[config.mk]
export PLATFORM = sky130hd
export DESIGN_NAME = pattern_framebuffer
export DESIGN_NICKNAME = d
export VERILOG_FILES = /design/src/rtl/pattern_pkg.sv /design/src/rtl/pattern_bit_gen.sv /design/src/rtl/pattern_framebuffer.sv
export SDC_FILE = /design/constraint.sdc
export NUM_CORES = 1
export LEC_CHECK = 0
export ABC_AREA = 1
export CAP_MARGIN = 20
export CORE_MARGIN = 3
export CORE_UTILIZATION = 27
export CTS_BUF_LIST = sky130_fd_sc_hd__clkbuf_8
export CTS_CLUSTER_DIAMETER = 30
export DETAILED_ROUTE_END_ITERATION = 6
export GPL_TIMING_DRIVEN = 0
export PLACE_DENSITY = 0.49
export SLEW_MARGIN = 20
export SYNTH_ARGS = -nofsm -noshare
export SYNTH_HDL_FRONTEND = slang
export SYNTH_HIERARCHICAL = 1
export SYNTH_SLANG_ARGS = --single-unit
export TNS_END_PERCENT = 50
[constraint.sdc]
create_clock -name clk -period 13.6 [get_ports clk]
set_input_delay 3.4 -clock clk [delete_from_list [all_inputs] [get_ports clk]]
set_output_delay 3.4 -clock clk [all_outputs]
set_load 0.02 [all_outputs]
[src/rtl/pattern_pkg.sv]
// Shared types and pixel-format constants for the synthetic pattern framebuffer.
package pattern_pkg;

    typedef enum logic [1:0] {PAT_OFF, PAT_ON, PAT_WALK, PAT_GRAD} pattern_t;
    typedef enum logic {ST_IDLE, ST_STREAM} fb_state_t;

    localparam int BITS_PER_LED    = 48;
    localparam int LEDS_PER_DRIVER = 16;
    localparam int COLUMN_BITS     = 6144;
    localparam int DEF_MUX_LINES   = COLUMN_BITS / (LEDS_PER_DRIVER * BITS_PER_LED);
    localparam int LED_W           = $clog2(LEDS_PER_DRIVER);
    localparam int BIT_W           = $clog2(BITS_PER_LED);

    // Gradient intensity is the LED index placed in the top nibble of each colour.
    function automatic logic grad_bit(input logic [3:0] led, input logic [3:0] k);
        logic [15:0] v;
        v = {led, 12'h000};
        return v[k];
    endfunction

endpackage

[src/rtl/pattern_bit_gen.sv]
// One lane of the test-pattern generator: the bit this lane drives for a given
// LED / bit position of the current column.
module pattern_bit_gen
    import pattern_pkg::*;
#(
    parameter int LANE = 0
) (
    input  pattern_t         i_mode,
    input  logic [LED_W-1:0] i_led,
    input  logic [3:0]       i_k,
    input  logic [3:0]       i_col_lsb,
    output logic             o_bit
);

    localparam logic [3:0] LANE_OFS = 4'(LANE % 16);

    // Each lane lights a different LED so the lit diagonal walks with the column.
    logic [3:0] w_walk_led;
    assign w_walk_led = i_col_lsb + LANE_OFS;

    always_comb begin
        o_bit = 1'b0;
        case (i_mode)
            PAT_OFF:  o_bit = 1'b0;
            PAT_ON:   o_bit = 1'b1;
            PAT_WALK: o_bit = (i_led == w_walk_led);
            PAT_GRAD: o_bit = grad_bit(i_led, i_k);
            default:  o_bit = 1'b0;
        endcase
    end

endmodule

[src/rtl/pattern_framebuffer.sv]
// Synthetic framebuffer source: streams one column of a selectable test pattern,
// one bit per driver lane per consumer strobe.
module pattern_framebuffer
    import pattern_pkg::*;
#(
    parameter int NB_LANES   = 30,
    parameter int MUX_LINES  = DEF_MUX_LINES,
    parameter int NB_COLUMNS = 128
) (
    input  logic                          clk,
    input  logic                          rst,
    input  logic                          column_ready,
    input  logic                          position_sync,
    input  logic                          bit_strobe,
    input  logic [1:0]                    mode,
    output logic [NB_LANES-1:0]           framebuffer_dat,
    output logic                          busy,
    output logic                          column_done,
    output logic [$clog2(NB_COLUMNS)-1:0] column_idx,
    output logic                          overrun
);

    localparam int COL_W  = $clog2(NB_COLUMNS);
    localparam int LINE_W = (MUX_LINES > 1) ? $clog2(MUX_LINES) : 1;

    localparam logic [COL_W-1:0]  COL_LAST  = COL_W'(NB_COLUMNS - 1);
    localparam logic [LINE_W-1:0] LINE_LAST = LINE_W'(MUX_LINES - 1);
    localparam logic [LED_W-1:0]  LED_FIRST = LED_W'(LEDS_PER_DRIVER - 1);
    localparam logic [BIT_W-1:0]  BIT_FIRST = BIT_W'(BITS_PER_LED - 1);

    fb_state_t          r_state;
    fb_state_t          w_state_next;
    logic               r_prev_ready;
    pattern_t           r_mode;
    pattern_t           w_mode_next;
    logic [COL_W-1:0]   r_col_idx;
    logic [COL_W-1:0]   w_col_next;
    logic [LINE_W-1:0]  r_line;
    logic [LINE_W-1:0]  w_line_next;
    logic [LED_W-1:0]   r_led;
    logic [LED_W-1:0]   w_led_next;
    logic [BIT_W-1:0]   r_bit;
    logic [BIT_W-1:0]   w_bit_next;
    logic               r_busy;
    logic               r_done;
    logic               r_overrun;
    logic               w_overrun_next;
    logic [NB_LANES-1:0] r_dat;
    logic [NB_LANES-1:0] w_lane_bits;

    logic w_start;
    logic w_last;
    logic w_consume_last;

    assign w_start        = column_ready & ~r_prev_ready;
    assign w_last         = (r_line == LINE_LAST) && (r_led == '0) && (r_bit == '0);
    assign w_consume_last = (r_state == ST_STREAM) && bit_strobe && w_last;

    always_ff @(posedge clk) begin
        if (rst) begin
            r_state <= ST_IDLE;
        end else begin
            r_state <= w_state_next;
        end
    end

    always_comb begin
        w_state_next = r_state;
        case (r_state)
            ST_IDLE:   if (w_start) w_state_next = ST_STREAM;
            ST_STREAM: if (w_consume_last) w_state_next = ST_IDLE;
            default:   w_state_next = ST_IDLE;
        endcase
    end

    // Next-value logic for the column parameters and the bit/LED/line position.
    always_comb begin
        w_mode_next    = r_mode;
        w_col_next     = r_col_idx;
        w_line_next    = r_line;
        w_led_next     = r_led;
        w_bit_next     = r_bit;
        w_overrun_next = r_overrun;
        if (r_state == ST_IDLE) begin
            if (w_start) begin
                w_mode_next = pattern_t'(mode);
                if (position_sync || (r_col_idx == COL_LAST)) begin
                    w_col_next = '0;
                end else begin
                    w_col_next = r_col_idx + COL_W'(1);
                end
                w_line_next = '0;
                w_led_next  = LED_FIRST;
                w_bit_next  = BIT_FIRST;
            end
        end else begin
            if (w_start) begin
                w_overrun_next = 1'b1;
            end
            if (bit_strobe) begin
                if (r_bit != '0) begin
                    w_bit_next = r_bit - BIT_W'(1);
                end else begin
                    w_bit_next = BIT_FIRST;
                    if (r_led != '0) begin
                        w_led_next = r_led - LED_W'(1);
                    end else begin
                        w_led_next  = LED_FIRST;
                        w_line_next = (r_line == LINE_LAST) ? '0 : r_line + LINE_W'(1);
                    end
                end
            end
        end
    end

    // Lanes are evaluated on the next position so the output word is registered.
    generate
        for (genvar gi = 0; gi < NB_LANES; gi++) begin : g_lane
            pattern_bit_gen #(
                .LANE(gi)
            ) u_bit_gen (
                .i_mode    (w_mode_next),
                .i_led     (w_led_next),
                .i_k       (w_bit_next[3:0]),
                .i_col_lsb (w_col_next[3:0]),
                .o_bit     (w_lane_bits[gi])
            );
        end
    endgenerate

    always_ff @(posedge clk) begin
        if (rst) begin
            r_prev_ready <= 1'b1;
            r_mode       <= PAT_OFF;
            r_col_idx    <= COL_LAST;
            r_line       <= '0;
            r_led        <= '0;
            r_bit        <= '0;
            r_busy       <= 1'b0;
            r_done       <= 1'b0;
            r_overrun    <= 1'b0;
            r_dat        <= '0;
        end else begin
            r_prev_ready <= column_ready;
            r_mode       <= w_mode_next;
            r_col_idx    <= w_col_next;
            r_line       <= w_line_next;
            r_led        <= w_led_next;
            r_bit        <= w_bit_next;
            r_busy       <= (w_state_next == ST_STREAM);
            r_done       <= w_consume_last;
            r_overrun    <= w_overrun_next;
            r_dat        <= (w_state_next == ST_STREAM) ? w_lane_bits : '0;
        end
    end

    assign framebuffer_dat = r_dat;
    assign busy            = r_busy;
    assign column_done     = r_done;
    assign column_idx      = r_col_idx;
    assign overrun         = r_overrun;

endmodule

Word-level counts from Yosys, hierarchy flattened
Index checks and enable logic that the tools add are counted.

storage, ports and cells
  register bits after elaboration = 56
  output and inout port bits = 40
  logic and storage cells = 117

operators by class
  add/subtract/negate cells = 19
  $lt $le $gt $ge = 1
  eq/ne operators = 24
  mux-type cells = 41
  bitwise operators = 4
  reductions and logical operators = 16

operator list
  kind                                                        count
  equality test 4 bit                                         16
  case mux 1 bit (4 select lines)                             16
  adder 4 bit, second input constant                          8
  2-to-1 mux 4 bit                                            7
  2-to-1 mux 6 bit                                            4
  2-to-1 mux 3 bit                                            6
  adder 4 x 3 -> 4 bit, second input constant                 4
  adder 4 x 2 -> 4 bit, second input constant                 2
  adder 7 x 1 -> 7 bit, second input constant                 1
  equality test 7 bit, second input constant                  1
  2-to-1 mux 7 bit                                            1
  zero test 6 bit                                             1
  inequality test 2 bit, second input constant                3
  AND reduction 2 bit                                         3
  nonzero test 6 bit                                          1
  subtractor 6 x 1 -> 6 bit, second input constant            1
  less-than comparator 4 x 5 -> 1 bit, second input constant  1
  adder 4 x 1 -> 4 bit, second input constant                 1
  binary-select mux 1 bit (select 4 bit)                      1
  equality test 2 bit, second input constant                  2
  logical AND 1 bit                                           4
  zero test 4 bit                                             1
  2-to-1 mux 2 bit                                            2
  AND reduction 4 bit                                         1
  other kinds (13)                                            17

Depth between registers and ports, before layout
Gate-level depths: netlist of the first run.

  depth after elaboration = 8
  depth in mapped cells = 19

By module
The synthesis of the first run kept the hierarchy.

by module, submodules not included
  module                                      instances  cells each  area each (um^2)  seq. area each (um^2)
  pattern_framebuffer                         1          287         2270.9            1121.1
  pattern_bit_gen (g_lane[11].u_bit_gen ...)  4          52          219.0             0.0
  pattern_bit_gen (g_lane[13].u_bit_gen ...)  4          48          203.9             0.0
  pattern_bit_gen (g_lane[17].u_bit_gen ...)  4          47          196.4             0.0
  pattern_bit_gen (g_lane[10].u_bit_gen ...)  4          40          170.2             0.0
  pattern_bit_gen (g_lane[15].u_bit_gen ...)  3          51          214.0             0.0
  pattern_bit_gen (g_lane[12].u_bit_gen ...)  4          36          155.1             0.0
  pattern_bit_gen (g_lane[0].u_bit_gen ...)   4          38          150.1             0.0
  pattern_bit_gen (g_lane[22].u_bit_gen ...)  2          46          202.7             0.0
  pattern_bit_gen (g_lane[14].u_bit_gen)      1          47          203.9             0.0

Worst setup path before layout of the first run
OpenSTA, ideal clock, no wires.

  path kind = input to register
  start point = input column_ready
  end point = register r_dat[21] (netlist: framebuffer_dat[21])
  setup time = 0.062 ns
  arrival = 9.881 ns
  path slack = 3.657 ns
  stages on the path = 14
  path buffers = 1
  cells stage by stage = inv_1 -> nor2_2 -> nand2_2 -> inv_1 -> buf_2 -> o21ai_0 -> ha_1 -> nand2_1 -> nand3_1 -> nor2_1 -> nand3_1 -> nand2_1 -> inv_1 -> nor2_2

on the way
  longest elaborated chain between the ends = 6
  elaborated cells between the ends (all ways) = 22
  those cells by class = add/sub: 1; eq/ne: 4; mux: 13; bitwise: 2; reduce/logical: 2

ends and longest elaborated chain
  what                             line                        text
  start: declaration               pattern_framebuffer.sv:12   input logic column_ready,
  AND 1 bit                        pattern_framebuffer.sv:55   assign w_start = column_ready & ~r_prev_ready;
  2-to-1 mux 4 bit                 pattern_framebuffer.sv:85   if (w_start) begin
  2-to-1 mux 4 bit                 pattern_framebuffer.sv:84   if (r_state == ST_IDLE) begin
  named net w_col_next[0]          pattern_framebuffer.sv:37   logic [COL_W-1:0] w_col_next;
  adder 4 x 3 -> 4 bit             pattern_bit_gen.sv:19       assign w_walk_led = i_col_lsb + LANE_OFS;
  equality test 4 bit              pattern_bit_gen.sv:26       PAT_WALK: o_bit = (i_led == w_walk_led);
  case mux 1 bit (4 select lines)  pattern_bit_gen.sv:23       case (i_mode)
  named net w_lane_bits[21]        pattern_framebuffer.sv:49   logic [NB_LANES-1:0] w_lane_bits;
  end signal: assignment           pattern_framebuffer.sv:153  r_dat <= (w_state_next == ST_STREAM) ? w_lane_bits : '0;
  end: declaration                 pattern_framebuffer.sv:48   logic [NB_LANES-1:0] r_dat;

The timed path passes the listed nets, and every way through them passes these cells. The select of a mux whose other input is x is not followed.
A chain may end at the register's enable or synchronous reset.

Final worst setup path of the first run
  start point = input column_ready
  end point = register r_dat[18] (netlist: framebuffer_dat[18])

on the way
  longest elaborated chain between the ends = 6
  elaborated cells between the ends (all ways) = 22
  those cells by class = add/sub: 1; eq/ne: 4; mux: 13; bitwise: 2; reduce/logical: 2

ends and longest elaborated chain
  what                             line
  AND 1 bit                        pattern_framebuffer.sv:55
  2-to-1 mux 4 bit                 pattern_framebuffer.sv:85
  2-to-1 mux 4 bit                 pattern_framebuffer.sv:84
  named net w_col_next[2]          pattern_framebuffer.sv:37
  adder 4 x 2 -> 4 bit             pattern_bit_gen.sv:19
  equality test 4 bit              pattern_bit_gen.sv:26
  case mux 1 bit (4 select lines)  pattern_bit_gen.sv:23
  named net w_lane_bits[18]        pattern_framebuffer.sv:49

The timed path passes the listed nets, and every way through them passes these cells. The select of a mux whose other input is x is not followed.

==> results of run 1 <==
cells by family (layout without fill, tap and decap cells):
| family | after synthesis | in the layout |
|---|---|---|
| XOR/XNOR | 6 | 6 |
| buffers and inverters | 438 | 518 |
| adder cells (fa/ha/maj) | 27 | 27 |
| flip-flops | 56 | 56 |
| AO/OA/AOI/OAI | 57 | 57 |
| AND/OR/NAND/NOR | 1039 | 1039 |
cell type report:
type                            instances  area (um^2)  share of cell area, %
Tap cell                              378          473                   4.93
Buffer                                  7         51.3                  0.535
Sequential cell                        56         1120                   11.7
Timing Repair Buffer                   72         1030                   10.7
Multi-Input combinational cell       1129         5210                   54.3
Inverter                              431         1620                   16.9
Clock buffer                            5         68.8                  0.717
Clock inverter                          3         25.0                  0.261
per-stage QoR:
step / setup WS [ns] / hold slack [ns] / instance area (um^2)
finish: 7.43 / 0.459 / 9590
global route: 7.09 / 0.498 / 9590
CTS: 7.41 / 0.466 / 9590
detailed placement: 7.02 / 0.447 / 9500
global placement: -0.270 / 0.438 / 8830
floorplan: 3.66 / 0.428 / 7900
path summary, 6_finish.rpt:
path | endpoint | slack, ns | depth (start not counted)
worst max-delay path | framebuffer_dat[18] | 7.43 | 18
worst max register to register | framebuffer_dat[18] | 10.44 | 16
worst min register to register | overrun | 0.46 | 2
worst min-delay path | overrun | 0.46 | 2
routing by layer:
| layer | routed length (um) | up-vias |
|---|---|---|
| met5 | 13 | - |
| li1 | - | 4935 |
| met1 | 11800 | 3810 |
| met4 | 210 | 2 |
| met3 | 653 | 17 |
| met2 | 9950 | 87 |
power by group:
group / leakage, uW / total [uW] / switching (uW) / internal (uW)
Clock: 0.0000452 / 116 / 78.2 / 38.2
Combinational: 0.00529 / 483 / 308 / 175
Sequential: 0.000455 / 175 / 4.85 / 171
Total: 0.00579 / 775 / 391 / 384
flip-flops by register name, indices dropped and copies added, names as in the netlist:
name             flops
busy                 1
r_mode               2
r_led                4
r_bit                6
framebuffer_dat     30
r_prev_ready         1
r_line               3
column_done          1
column_idx           7
overrun              1
layout by cell type (no fill, tap or decap), types with 3 or more instances in the layout:
master	Yosys	layout
ha_1	27	27
or2_0	3	3
o21ai_0	18	16
nor2_1	144	141
nor2_4	0	3
nand2_2	15	15
inv_2	16	17
nand3_2	7	7
clkdlybuf4s50_1	0	46
o21ai_1	7	7
buf_12	0	4
nor3_1	6	6
or2_2	5	5
nand2_1	635	633
buf_4	0	6
inv_1	413	410
xor2_1	6	6
clkbuf_8	0	5
dfxtp_1	56	56
nor2_2	24	24
nand4_1	16	16
o211ai_1	3	3
nand3b_1	14	14
nand3_1	168	167
buf_16	0	16
buf_6	3	3
a21oi_1	22	20
critical path, cell delays in order:
cell and delay, ns:
clkdlybuf4s50_1 0.45, inv_1 0.05, nor2_2 0.22, nand2_2 0.13
inv_1 0.17, nand2_1 0.09, xor2_1 0.18, nor2_4 0.55
buf_16 0.24, buf_16 0.18, ha_1 0.25, nor2_1 0.10
nor2_1 0.05, nor2_1 0.11, nand3_1 0.09, nand3_1 0.07
inv_1 0.04, nor2_1 0.08
==> flow_metrics.env, run 1 <==
export IMPL_grtUsageTotal_pct=14.6
export IMPL_cts_buffer_depth=2
export IMPL_hold_path_startpoint="overrun"
export IMPL_tightest_slew_ns=0.756
export IMPL_synth_seq_cells=56
export IMPL_final_setup_skew_ns=0.0177
export IMPL_crit_fanout=25
export IMPL_cap_violations=0
export IMPL_cts_repair_resized=0
export IMPL_grt_busiest_layer="met2"
export IMPL_hold_viol=0
export IMPL_synth_nets=1657
export IMPL_yosys_warnings=6
export IMPL_num_nets_final=1736
export IMPL_critPathLaunch="column_ready"
export IMPL_synthFlopType="dfxtp_1"
export IMPL_areaGrowthSynthToFinish_pct=21.4
export IMPL_grt_ovfl_total=0
export IMPL_grt_max_degree=57
export IMPL_syn_avg_cell_area_um2=4.87
export IMPL_min_path_type="reg -> reg"
export IMPL_die_area_um2=31400
export IMPL_drive_gt1_share_pct=7.16
export IMPL_clkTransAtPathRegs_ns=0.13
export IMPL_dp_final_hpwl_um=15100
export IMPL_gp_congestion=0.750
export IMPL_post_drt_wl_per_cell_um=10.9
export IMPL_relSlewSlack_pct=49.4
export IMPL_arrival_ns=6.48
export IMPL_core_area_um2=28300
export IMPL_worstSetupStartpointType="input pin"
export IMPL_syn_area_um2=7900
export IMPL_rsz0062_at_grt="false"
export IMPL_synth_edf_count=0
export IMPL_place_inst=2073
export IMPL_grt_first_pass_wirelength_um=38700
export IMPL_portBuffers=46
export IMPL_ios=47
export IMPL_ys_types=32
export IMPL_synth_most_common_cell="nand2_1"
export IMPL_synth_seq_area_share_pct=14.2
export IMPL_yosysTopAreaCell="nand2_1"
export IMPL_slew_viol_final=0
export IMPL_clock_sinks=56
export IMPL_drcViolationCount=0
export IMPL_status="completed"
export IMPL_fin_cells=2081
export IMPL_route_vias_total=8851
export IMPL_die_w_um=177
export IMPL_hold_buffers=0
export IMPL_firstDrtPassIters=6
export IMPL_numCtsBuffers=5
export IMPL_synth_compound_area_share_pct=4.04
export IMPL_cts_root_buf="clkbuf_8"
export IMPL_antenna_found_initial=1
export IMPL_period_needed_ns=6.17
export IMPL_p_leak_uw=0.00579
export IMPL_use_met3_pct=1.93
export IMPL_grt_pass1_vias=8091
export IMPL_synth_top_area_share_pct=30.2
export IMPL_rows=61
export IMPL_postCtsSetupRepairBufs=0
export IMPL_r2r_start="busy"
export IMPL_crit_path_end_kind="flip-flop"
export IMPL_setup_tns_ns=0
export IMPL_power_density_nw_per_um2=80.7
export IMPL_via_per_inst=4.25
export IMPL_start_util_pct=27.9
export IMPL_drt_iter0_drc=489
export IMPL_peakVddDrop_uv=49.0
export IMPL_synth_adder_area_share_pct=4.28
export IMPL_synthTopCellsByCount="nand2_1, inv_1, nand3_1, nor2_1, dfxtp_1"
export IMPL_synth_top_family_by_area="simple AND/OR/NAND/NOR gates"
export IMPL_synthArstFlopShare_pct=0
export IMPL_period_share_pct=45.4
export IMPL_setup_viol=0
export IMPL_use_met2_pct=25.2
export IMPL_synthXorXnorAreaFrac_pct=0.665
export IMPL_n_antenna_cell=0
export IMPL_fillers=3164
export IMPL_fmax_mhz=162
export IMPL_synthSimpleGateAreaFrac_pct=55.7
export IMPL_power_total_uw=775
export IMPL_final_core_util_pct=33.9
export IMPL_grt_util_met1_pct=19.7
export IMPL_synth_mux_area_share_pct=0
export IMPL_die_h_um=177
export IMPL_synth_area_leaders="nand2_1, inv_1, dfxtp_1, nand3_1, nor2_1"
export IMPL_drt_wl_total_um=22600
export IMPL_syn_inst=1623
export IMPL_clk_latency_ns=0.36
export IMPL_setup_worst_path_class="in -> reg"
export IMPL_postRouteAntennaNets=0
export IMPL_cts_tree="built"
export IMPL_crit_required_ns=13.90
export IMPL_htree_levels=2
Note: power is estimated with default switching activity, not from simulation.
==> run 2: changes to the inputs <==
clock period = 5.89 ns   (was 13.6 ns; I/O delays follow)
==> flow_metrics.env, run 2 (synthesis results as in run 1) <==
export IMPL_n_antenna_cell=0
export IMPL_min_path_type="reg -> reg"
export IMPL_grt_pass1_vias=8078
export IMPL_drcViolationCount=0
export IMPL_power_density_nw_per_um2=185
export IMPL_final_core_util_pct=34.1
export IMPL_htree_levels=2
export IMPL_arrival_ns=4.73
export IMPL_drt_iter0_drc=527
export IMPL_final_cell_mix="nand2_1, inv_1, nand3_1"
export IMPL_hold_viol=0
export IMPL_p_leak_uw=0.00581
export IMPL_post_drt_wl_per_cell_um=10.9
export IMPL_largest_reg_flops=30
export IMPL_critPathTopFamily="buffers and inverters"
export IMPL_core_area_um2=28300
export IMPL_crit_path_cell_trace="clkdlybuf4s50_1 > inv_1 > nor2_2 > nand2_2 > inv_1 > buf_2 > nand3_1 > o21ai_4 > buf_16 > buf_16 > inv_1 > ha_1 > or2_0 > nand2_1 > nor2_1 > nand2_1 > nand3_2 > inv_1 > nor2_1"
export IMPL_crit_path_end_kind="flip-flop"
export IMPL_start_util_pct=27.9
export IMPL_fillers=3109
export IMPL_grt_first_pass_wirelength_um=38900
export IMPL_postRouteAntennaNets=0
export IMPL_grt_max_degree=73
export IMPL_period_share_pct=75.9
export IMPL_die_h_um=177
export IMPL_drive_gt1_share_pct=7.27
export IMPL_cts_tree="built"
export IMPL_portBuffers=46
export IMPL_cts_root_buf="clkbuf_8"
export IMPL_cap_violations=0
export IMPL_dp_final_hpwl_um=15000
export IMPL_slew_viol_final=0
export IMPL_via_per_inst=4.27
export IMPL_fin_cells=2084
export IMPL_grt_ovfl_total=0
export IMPL_tightest_slew_ns=0.763
export IMPL_rsz0062_at_grt="false"
export IMPL_relSlewSlack_pct=48.9
export IMPL_route_vias_total=8899
export IMPL_fmax_mhz=224
export IMPL_ios=47
export IMPL_path_common_cell="inv_1"
export IMPL_postCtsSetupRepairBufs=0
export IMPL_cpMaxStageDelayCell="clkdlybuf4s50_1"
export IMPL_gp_congestion=0.764
export IMPL_path_buf_inv=8
export IMPL_num_nets_final=1739
export IMPL_final_setup_skew_ns=0.0154
export IMPL_crit_fanout=25
export IMPL_drt_wl_total_um=22700
export IMPL_status="completed"
export IMPL_hold_buffers=0
export IMPL_areaGrowthSynthToFinish_pct=22.0
export IMPL_firstDrtPassIters=6
export IMPL_die_area_um2=31400
export IMPL_setup_viol=0
export IMPL_whs_ns=0.465
export IMPL_setup_worst_path_class="in -> reg"
export IMPL_ff_latch_area_um2=1120
export IMPL_period_needed_ns=4.47
export IMPL_numCtsBuffers=5
export IMPL_cts_repair_resized=0
export IMPL_clkTransAtPathRegs_ns=0.13
export IMPL_max_stage_delay_ns=0.45
export IMPL_worstSetupStartpointType="input pin"
export IMPL_cts_buffer_depth=2
export IMPL_peakVddDrop_uv=100
export IMPL_die_w_um=177
export IMPL_grtUsageTotal_pct=14.7
export IMPL_crit_required_ns=6.15
export IMPL_place_inst=2075
export IMPL_antenna_found_initial=0
export IMPL_rows=61
export IMPL_clk_latency_ns=0.36
export IMPL_multi_input_area_um2=5210
export IMPL_final_common_cell="nand2_1"
export IMPL_clock_sinks=56
## run 2: final cells by class
cell class | count | share of cell area, %
repair buffers | 75 | 11.2
plain buffers | 7 | 0.532
well taps | 378 | 4.91
clock inverters | 3 | 0.234
flip-flops and latches | 56 | 11.6
multi-input cells | 1129 | 54.0
inverters | 431 | 16.8
clock buffers | 5 | 0.714
## run 2: path summary, 6_finish.rpt
check	slack, ns	cells past startpoint	endpoint	from
max	1.42	19	framebuffer_dat[14]	column_ready
min reg2reg	0.46	2	overrun	overrun
max reg2reg	2.59	17	framebuffer_dat[14]	busy
min	0.46	2	overrun	overrun
## run 2: layer usage
metal  routed length [um]  up-vias  track usage, %
li1                     -     4946               -
met1                11800     3820            20.3
met2                10000      123            24.9
met3                  747       10            1.80
met4                  134        0            2.19
met5                    0        -               0
## run 2: stage by stage
step | setup TNS, ns | worst slack [ns] | cell area (um^2) | power [uW]
after floorplan | 0 | 0.510 | 7910 | 1260
after global placement | -65.18 | -2.42 | 8840 | 1540
after detailed placement | 0 | 0.999 | 9540 | 1540
after CTS | 0 | 1.39 | 9630 | 1810
after global routing | 0 | 1.12 | 9640 | 2000
final | 0 | 1.42 | 9640 | 1790
## run 2: worst reg2reg max path: stages (launching register included)
cell and delay [ns]:
dfxtp_1 0.55, inv_1 0.17, nand2_2 0.15, inv_1 0.11, o21ai_1 0.16, inv_1 0.17
nor2_4 0.58, buf_16 0.25, buf_16 0.18, inv_1 0.07, ha_1 0.30, or2_0 0.22
nand2_1 0.06, nor2_1 0.04, nand2_1 0.06, nand3_2 0.06, inv_1 0.06, nor2_1 0.04
## run 2: power breakdown
group          switching [uW]  total (uW)  internal [uW]
clock network             174         261           86.6
registers                11.6         405            394
logic                     710        1120            410
total                     896        1790            890
==> run 3: changes to the inputs <==
PLACE_DENSITY = 0.51   (was 0.49)
clock period = 3.85 ns   (was 5.89 ns; I/O delays follow)
==> flow_metrics.env, run 3 (synthesis results as in run 1) <==
export IMPL_portBuffers=46
export IMPL_crit_path_cell_trace="clkdlybuf4s50_1 > inv_1 > nor2_2 > nand2_2 > inv_1 > clkbuf_4 > nand3_1 > o21ai_4 > buf_16 > inv_1 > ha_1 > nand2_1 > inv_1 > nor2_1 > nand2_1 > nor2_1 > nand2_1 > nand3_2 > inv_1 > nor2_1"
export IMPL_htree_levels=2
export IMPL_power_total_uw=2730
export IMPL_peakVddDrop_uv=155
export IMPL_gp_congestion=0.739
export IMPL_grt_ovfl_total=0
export IMPL_dp_final_hpwl_um=15200
export IMPL_final_core_util_pct=34.1
export IMPL_drive_gt1_share_pct=7.44
export IMPL_cap_violations=0
export IMPL_grtUsageTotal_pct=14.4
export IMPL_crit_required_ns=4.13
export IMPL_crit_path_end_kind="flip-flop"
export IMPL_relSlewSlack_pct=29.5
export IMPL_die_w_um=177
export IMPL_drt_iter0_drc=608
export IMPL_numCtsBuffers=5
export IMPL_power_density_nw_per_um2=283
export IMPL_die_area_um2=31400
export IMPL_final_common_cell="nand2_1"
export IMPL_largest_reg_flops=30
export IMPL_path_common_cell="inv_1"
export IMPL_clkTransAtPathRegs_ns=0.12
export IMPL_start_util_pct=27.9
export IMPL_route_vias_total=8974
export IMPL_setup_worst_path_class="in -> reg"
export IMPL_cpMaxStageDelayCell="clkdlybuf4s50_1"
export IMPL_n_antenna_cell=0
export IMPL_status="completed"
export IMPL_crit_fanout=27
export IMPL_rows=61
export IMPL_via_per_inst=4.30
export IMPL_p_switching_uw=1370
export IMPL_max_stage_delay_ns=0.45
export IMPL_rsz0062_at_grt="false"
export IMPL_period_share_pct=91.5
export IMPL_final_cell_mix="nand2_1, inv_1, nand3_1"
export IMPL_post_drt_wl_per_cell_um=10.8
export IMPL_final_setup_skew_ns=0.0153
export IMPL_period_needed_ns=3.52
export IMPL_p_int_uw=1360
export IMPL_cts_root_buf="clkbuf_8"
export IMPL_core_area_um2=28300
export IMPL_hold_buffers=0
export IMPL_grt_first_pass_wirelength_um=38200
export IMPL_firstDrtPassIters=5
export IMPL_num_nets_final=1741
export IMPL_min_path_type="reg -> reg"
export IMPL_clock_sinks=56
export IMPL_cts_buffer_depth=2
export IMPL_pre_cts_ws_ns=-0.339
export IMPL_p_leak_uw=0.00581
export IMPL_worstSetupStartpointType="input pin"
export IMPL_fmax_mhz=284
export IMPL_seq_power_share_pct=22.7
export IMPL_combinationalPowerShare_pct=62.8
export IMPL_die_h_um=177
export IMPL_tightest_slew_ns=1.05
export IMPL_ios=47
export IMPL_hold_viol=0
export IMPL_drt_wl_total_um=22600
export IMPL_slew_viol_final=0
export IMPL_grt_pass1_vias=8091
export IMPL_cts_tree="built"
export IMPL_setup_ws_ns=0.328
export IMPL_postRouteAntennaNets=0
export IMPL_setup_viol=0
export IMPL_clk_latency_ns=0.35
export IMPL_antenna_found_initial=0
export IMPL_arrival_ns=3.80
export IMPL_clkPwrFrac_pct=14.5
export IMPL_p_sw_share_pct=50.1
export IMPL_whs_ns=0.461
export IMPL_drcViolationCount=0
export IMPL_grt_max_degree=60
export IMPL_areaGrowthSynthToFinish_pct=22.3
[run 3: final timing paths]
| path | startpoint | end | slack [ns] | cells past startpoint |
|---|---|---|---|---|
| setup / recovery | column_ready | framebuffer_dat[14] | 0.33 | 20 |
| hold / removal | overrun | overrun | 0.46 | 2 |
| setup reg to reg | busy | framebuffer_dat[19] | 0.81 | 14 |
| hold reg to reg | overrun | overrun | 0.46 | 2 |
[run 3: stage by stage]
step | instances | area, um^2 | TNS [ns]
2_1_floorplan | 1623 | 7950 | -1.24
3_3_place_gp | 2047 | 8880 | -62.35
3_5_place_dp | 2075 | 9540 | -3.18
4_1_cts | 2083 | 9630 | 0
5_1_grt | 2086 | 9660 | 0
6_report | 2086 | 9660 | 0
[run 3: layout make-up]
class	count	area, um^2
Inverter	431	1620
Timing Repair Buffer	76	1060
Clock buffer	5	68.8
Multi-Input combinational cell	1130	5230
Buffer	7	53.8
Clock inverter	3	25.0
Sequential cell	56	1120
Tap cell	378	473
Fill cell	3193	18700
[run 3: what timing repair did]
item                                   4_1_cts  5_1_grt
setup endpoints to repair                    0       10
setup buffers                                0        2
endpoints found under the hold margin        0        0
resized for setup                            0        2
[run 3: power by group through the flow]
stage               logic (uW)  clock network (uW)  registers [uW]
finish                    1720                 395             620
global route              1990                 441             624
CTS                       1720                 426             620
detailed placement        1720                   0             633
global placement          1640                   0             633
floorplan                 1260                   0             645
[run 3: routing by layer]
metal / vias to the layer above / part of all wire, % / global-route usage, %
met2: 115 / 45 / 25.0
li1: 4951 / - / -
met4: 0 / 0.80 / 2.32
met1: 3896 / 51 / 19.6
met3: 12 / 3.2 / 1.76
met5: - / 0 / 0
[run 3: critical path: cells and delay by family]
| family | cells | cell delay [ns] |
|---|---|---|
| compound gates | 1 | 0.19 |
| buf+inv | 8 | 1.29 |
| fa+ha+maj | 1 | 0.30 |
| simple gates | 10 | 1.04 |
==> RTL change 1, RTL diff (flow settings as in run 3) <==
Change the parameter `NB_COLUMNS` from 128 to 64.
--- a/src/rtl/pattern_framebuffer.sv
+++ b/src/rtl/pattern_framebuffer.sv
@@ -7,3 +7,3 @@
     parameter int MUX_LINES  = DEF_MUX_LINES,
-    parameter int NB_COLUMNS = 128
+    parameter int NB_COLUMNS = 64
 ) (
Ports: changed (resized column_idx); port bits go from 47 to 46. The function was not compared with the original's and may differ.
==> RTL change 1 against run 3 <==
Global-route usage rose by 0.16 points. Die area rose by 0.46%. Area after synthesis rose by 0.48%. Worst setup slack got worse by 0.012 ns. Total power fell by 1.4%. Clock skew rose by 0.0037 ns. Design area fell by 1.0%. Sequential power fell by 2%. Routed wire length rose by 0.40%. Sequential cell count fell by 1. Sequential share of layout area fell by 0.089 points. Largest cell class unchanged.
==> RTL change 1: results (changes against run 3) <==
status - finished clean
R2R Setup Slk - 0.87 ns (+0.06 ns)
Distinct cells, synth - 34 (+6.3%)
fillers - 3266 (+2.3%)
end of the worst register-to-register path - framebuffer_dat[15]
post-synthesis xor/xnor area fraction - 0.441% (-0.22 points)
Slew HR - 49.2% (+20 points)
I/O Buffers - 44 (-4.3%)
Iter 0 DRT Violations - 536 (-12%)
vias in the first global route - 8017 (-0.91%)
fraction of layout cells with a size suffix above 1 - 7.73% (+0.29 points)
Adder-Cell Fraction of Synth Area - 4.26% (-0.020 points)
VDD IR max - 0.164 mV (+5.7%)
P_leak - 5.76 nW (-0.86%)
core area - 0.0289 mm² (+1.9%)
Total GRT Usage - 14.6% (+0.16 points)
top cells by area, synth - nand2_1 30%, inv_1 19%, dfxtp_1 14%
WHS - 0.457 ns (-0.00430 ns)
Crit Path Max Fanout - 49 (+81%)
delay-heaviest family, CP - simple AND/OR/NAND/NOR gates
post-placement cell area - 0.00945 mm² (-0.96%)
routed length per instance - 10.9 µm (+0.74%)
Seq/Total Area, Yosys - 13.9% (-0.32 points)
worst reg-to-reg path cell count - 15 (+1)
Post-synth top cells - 641 x nand2_1, 408 x inv_1, 165 x nand3_1
first-pass GRT wire length - 38600 µm (+0.90%)
-- RTL change 1: logic make-up after synthesis --
kind of cell,Yosys count
AO/OA/AOI/OAI,53
buffers and inverters,434
flip-flops,55
AND/OR/NAND/NOR,1050
adder cells (fa/ha/maj),27
XOR/XNOR,4
-- RTL change 1: final cells by class --
cell class | count | area [µm²] | share of cell area (%)
multi-input combinational | 1134 | 5270 | 55.1
inverter | 427 | 1610 | 16.8
sequential | 55 | 1100 | 11.5
timing repair buffer | 64 | 928 | 9.71
tap | 384 | 480 | 5.02
buffer | 7 | 82.6 | 0.864
clock buffer | 5 | 68.8 | 0.720
clock inverter | 3 | 25.0 | 0.262
-- RTL change 1: per-stage QoR --
stage               setup WS, ns  instances
finish                     0.316       2079
global route              0.0754       2079
CTS                       0.0682       2079
detailed placement        -0.534       2070
global placement           -2.03       2051
floorplan                 0.0330       1623
-- RTL change 1: worst max path at each step --
| stage | start | end | slack, ns | cells after the start |
|---|---|---|---|---|
| CTS | column_ready | framebuffer_dat[15] | 0.07 | 18 |
| global placement | column_ready | framebuffer_dat[15] | -2.03 | 17 |
| global route | column_ready | framebuffer_dat[7] | 0.08 | 18 |
| detailed placement | column_ready | framebuffer_dat[14] | -0.53 | 19 |
| floorplan | column_ready | framebuffer_dat[23] | 0.03 | 16 |
| finish | column_ready | framebuffer_dat[15] | 0.32 | 18 |
-- RTL change 1: repair_timing --
item | 4_1_cts | 5_1_grt
setup buffers | 1 | 0
gates resized for setup | 1 | 2
pin swaps | 1 | 0
setup endpoints to repair | 3 | 18
endpoints found under the hold margin | 0 | 0
-- RTL change 1: routing by layer --
metal	GRT usage (%)	part of all wire [%]	up-vias
li1	-	-	4934
met1	19.6	51	3946
met2	25.6	46	94
met3	1.78	3.1	9
met4	2.09	0.62	0
met5	0	0	-
-- RTL change 1: report_power, final --
group | switching [mW] | internal [mW]
sequential | 0.0177 | 0.591
combinational | 1.09 | 0.607
clock | 0.260 | 0.134
-- RTL change 1: worst register-to-register path: stages, from the launching register on --
cell      delay [ns]
dfxtp_1         0.55
inv_1           0.19
nand2_2         0.14
buf_2           0.24
nand2_1         0.20
nand2_8         0.29
buf_12          0.28
inv_2           0.08
ha_1            0.32
nand2_1         0.07
nand3b_1        0.07
nor2_1          0.10
nand3_1         0.09
nand2_1         0.08
inv_1           0.04
nor2_1          0.16
==> RTL change 2, RTL diff (settings of run 3) <==
Made on the original files. Put one more register stage on the output `overrun`, with the module's reset. The value now appears one clock later. The other outputs are not delayed to match.
--- a/src/rtl/pattern_framebuffer.sv
+++ b/src/rtl/pattern_framebuffer.sv
@@ -160,3 +160,9 @@
     assign column_idx      = r_col_idx;
-    assign overrun         = r_overrun;
+    always_ff @(posedge clk) begin
+        if (rst) begin
+            overrun <= '0;
+        end else begin
+            overrun <= r_overrun;
+        end
+    end
 
Behaviour: not the same (Yosys sat finds a counterexample within 10 cycles, from zero or initial values and one cycle with rst high).
==> RTL change 2 against run 3 <==
Area after synthesis decreased by 0.27%. Largest power group unchanged. Sequential cell count increased by 1. Die area fell by 0.26%. Total power rose by 12%. Routed wire length increased by 3.6%. Worst setup slack got worse by 0.014 ns. Design area up 1.4%. Utilization increased by 0.58 points.
==> RTL change 2: results (changes against run 3) <==
status - finished clean
via count - 9048 (+0.82%)
Crit path largest cell delay - 0.70 ns (+0.25 ns)
Via density - 4.32 (+0.34%)
Total GRT Usage - 15.2% (+0.79 points)
H-tree Lvls - 3 (+1)
post-route cell area - 0.00980 mm² (+1.4%)
fillers - 3202 (+0.28%)
delay-heaviest family, CP - simple AND/OR/NAND/NOR gates
post-placement cell area - 0.00952 mm² (-0.22%)
Routed WL - 23400 µm (+3.6%)
clock skew - 0.0159 ns (+0.000610 ns)
largest net degree at the start of global routing - 70 (+17%)
Critical Path AT - 3.81 ns (about the same)
Largest register FFs - 30 (unchanged)
I/O Buffers - 46 (unchanged)
Seq/Total Area, Yosys - 14.5% (+0.29 points)
P_leak - 5.88 nW (+1.3%)
first-pass GRT wire length - 39800 µm (+4.2%)
post-DP HPWL - 15400 µm (+1.3%)
WHS - 0.449 ns (-0.0114 ns)
top cells by area, synth - nand2_1 30%, inv_1 20%, dfxtp_1 14%
VDD IR max - 0.135 mV (-13%)
n_diodes - 0 (unchanged)
mean post-synth cell area - 4.85 µm² (-0.33%)
vias in the first global route - 8239 (+1.8%)
Post-synth top cells - 638 x nand2_1, 415 x inv_1, 166 x nand3_1
Placed Cells - 2076 (+0.048%)
Hold/Removal Path Class - register to register
worst slack at placement - -0.588 ns (-0.250 ns)
# Max-Cap Violations - 0 (unchanged)
total CTS buffers - 9 (+4)
Clk pin slew, worst setup/hold paths - 0.09 ns (-0.03 ns)
Clk Latency, worst-skew pair - 0.37 ns (+0.02 ns)
RD Place Congestion - 0.768 (+3.8%)
Iter 0 DRT Violations - 521 (-14%)
Crit Path Max Fanout - 22 (-19%)
Distinct cells, synth - 30 (-6.3%)
slowest stage cell, crit path - nor2_1
Slew HR - 24.8% (-4.6 points)
fraction of layout cells with a size suffix above 1 - 7.22% (-0.22 points)
ys flop type - dfxtp_1
Final Net Count - 1747 (+0.34%)
Max Clock Freq - 283 MHz (-0.38%)
[RTL change 2: cell types whose count changed after synthesis, sizes merged]
cell   delta
inv       +1
nand2     +1
a31oi     +1
o31ai     -1
dfxtp     +1
nand3     -2
a21o      -1
xor2      +1
[RTL change 2: final cells by class]
cell class / count / area share, %
Multi-Input combinational cell: 1129 / 52.9
Inverter: 432 / 16.6
Sequential cell: 57 / 11.6
Timing Repair Buffer: 77 / 11.1
Tap cell: 378 / 4.83
Clock buffer: 9 / 1.26
Clock inverter: 7 / 1.05
Buffer: 7 / 0.587
[RTL change 2: path summary, 6_finish.rpt]
| check | startpoint | depth (start not counted) | end |
|---|---|---|---|
| min reg2reg | r_overrun | 2 | overrun |
| max reg2reg | column_idx[1] | 15 | framebuffer_dat[10] |
| min | r_overrun | 2 | overrun |
| max | column_ready | 15 | framebuffer_dat[10] |
[RTL change 2: repair_timing]
action / in CTS / in global routing
gates resized for setup: 1 / 5
pin swaps: 0 / 1
setup buffers: 1 / 1
setup endpoints to repair: 10 / 11
gates cloned: 0 / 1
[RTL change 2: per-layer routing]
layer  track usage (%)  part of all wire, %
met1              20.4                   50
met2              26.4                   46
met3              2.21                  3.6
met4              2.52                  1.1
met5                 0                    0
[RTL change 2: cell families after synthesis]
logic type / Yosys count / share of synthesized area [%]
simple gates: 1038 / 55.3
xor+xnor: 7 / 0.778
buf+inv: 439 / 21.2
fa+ha+maj: 27 / 4.29
flops: 57 / 14.5
compound gates: 56 / 3.94
[RTL change 2: report_power, final]
part	internal (mW)	total (mW)	switching, mW	leakage (nW)
logic	0.624	1.72	1.10	5.31
registers	0.613	0.631	0.0187	0.463
clock network	0.371	0.697	0.326	0.110
total	1.61	3.05	1.44	5.88
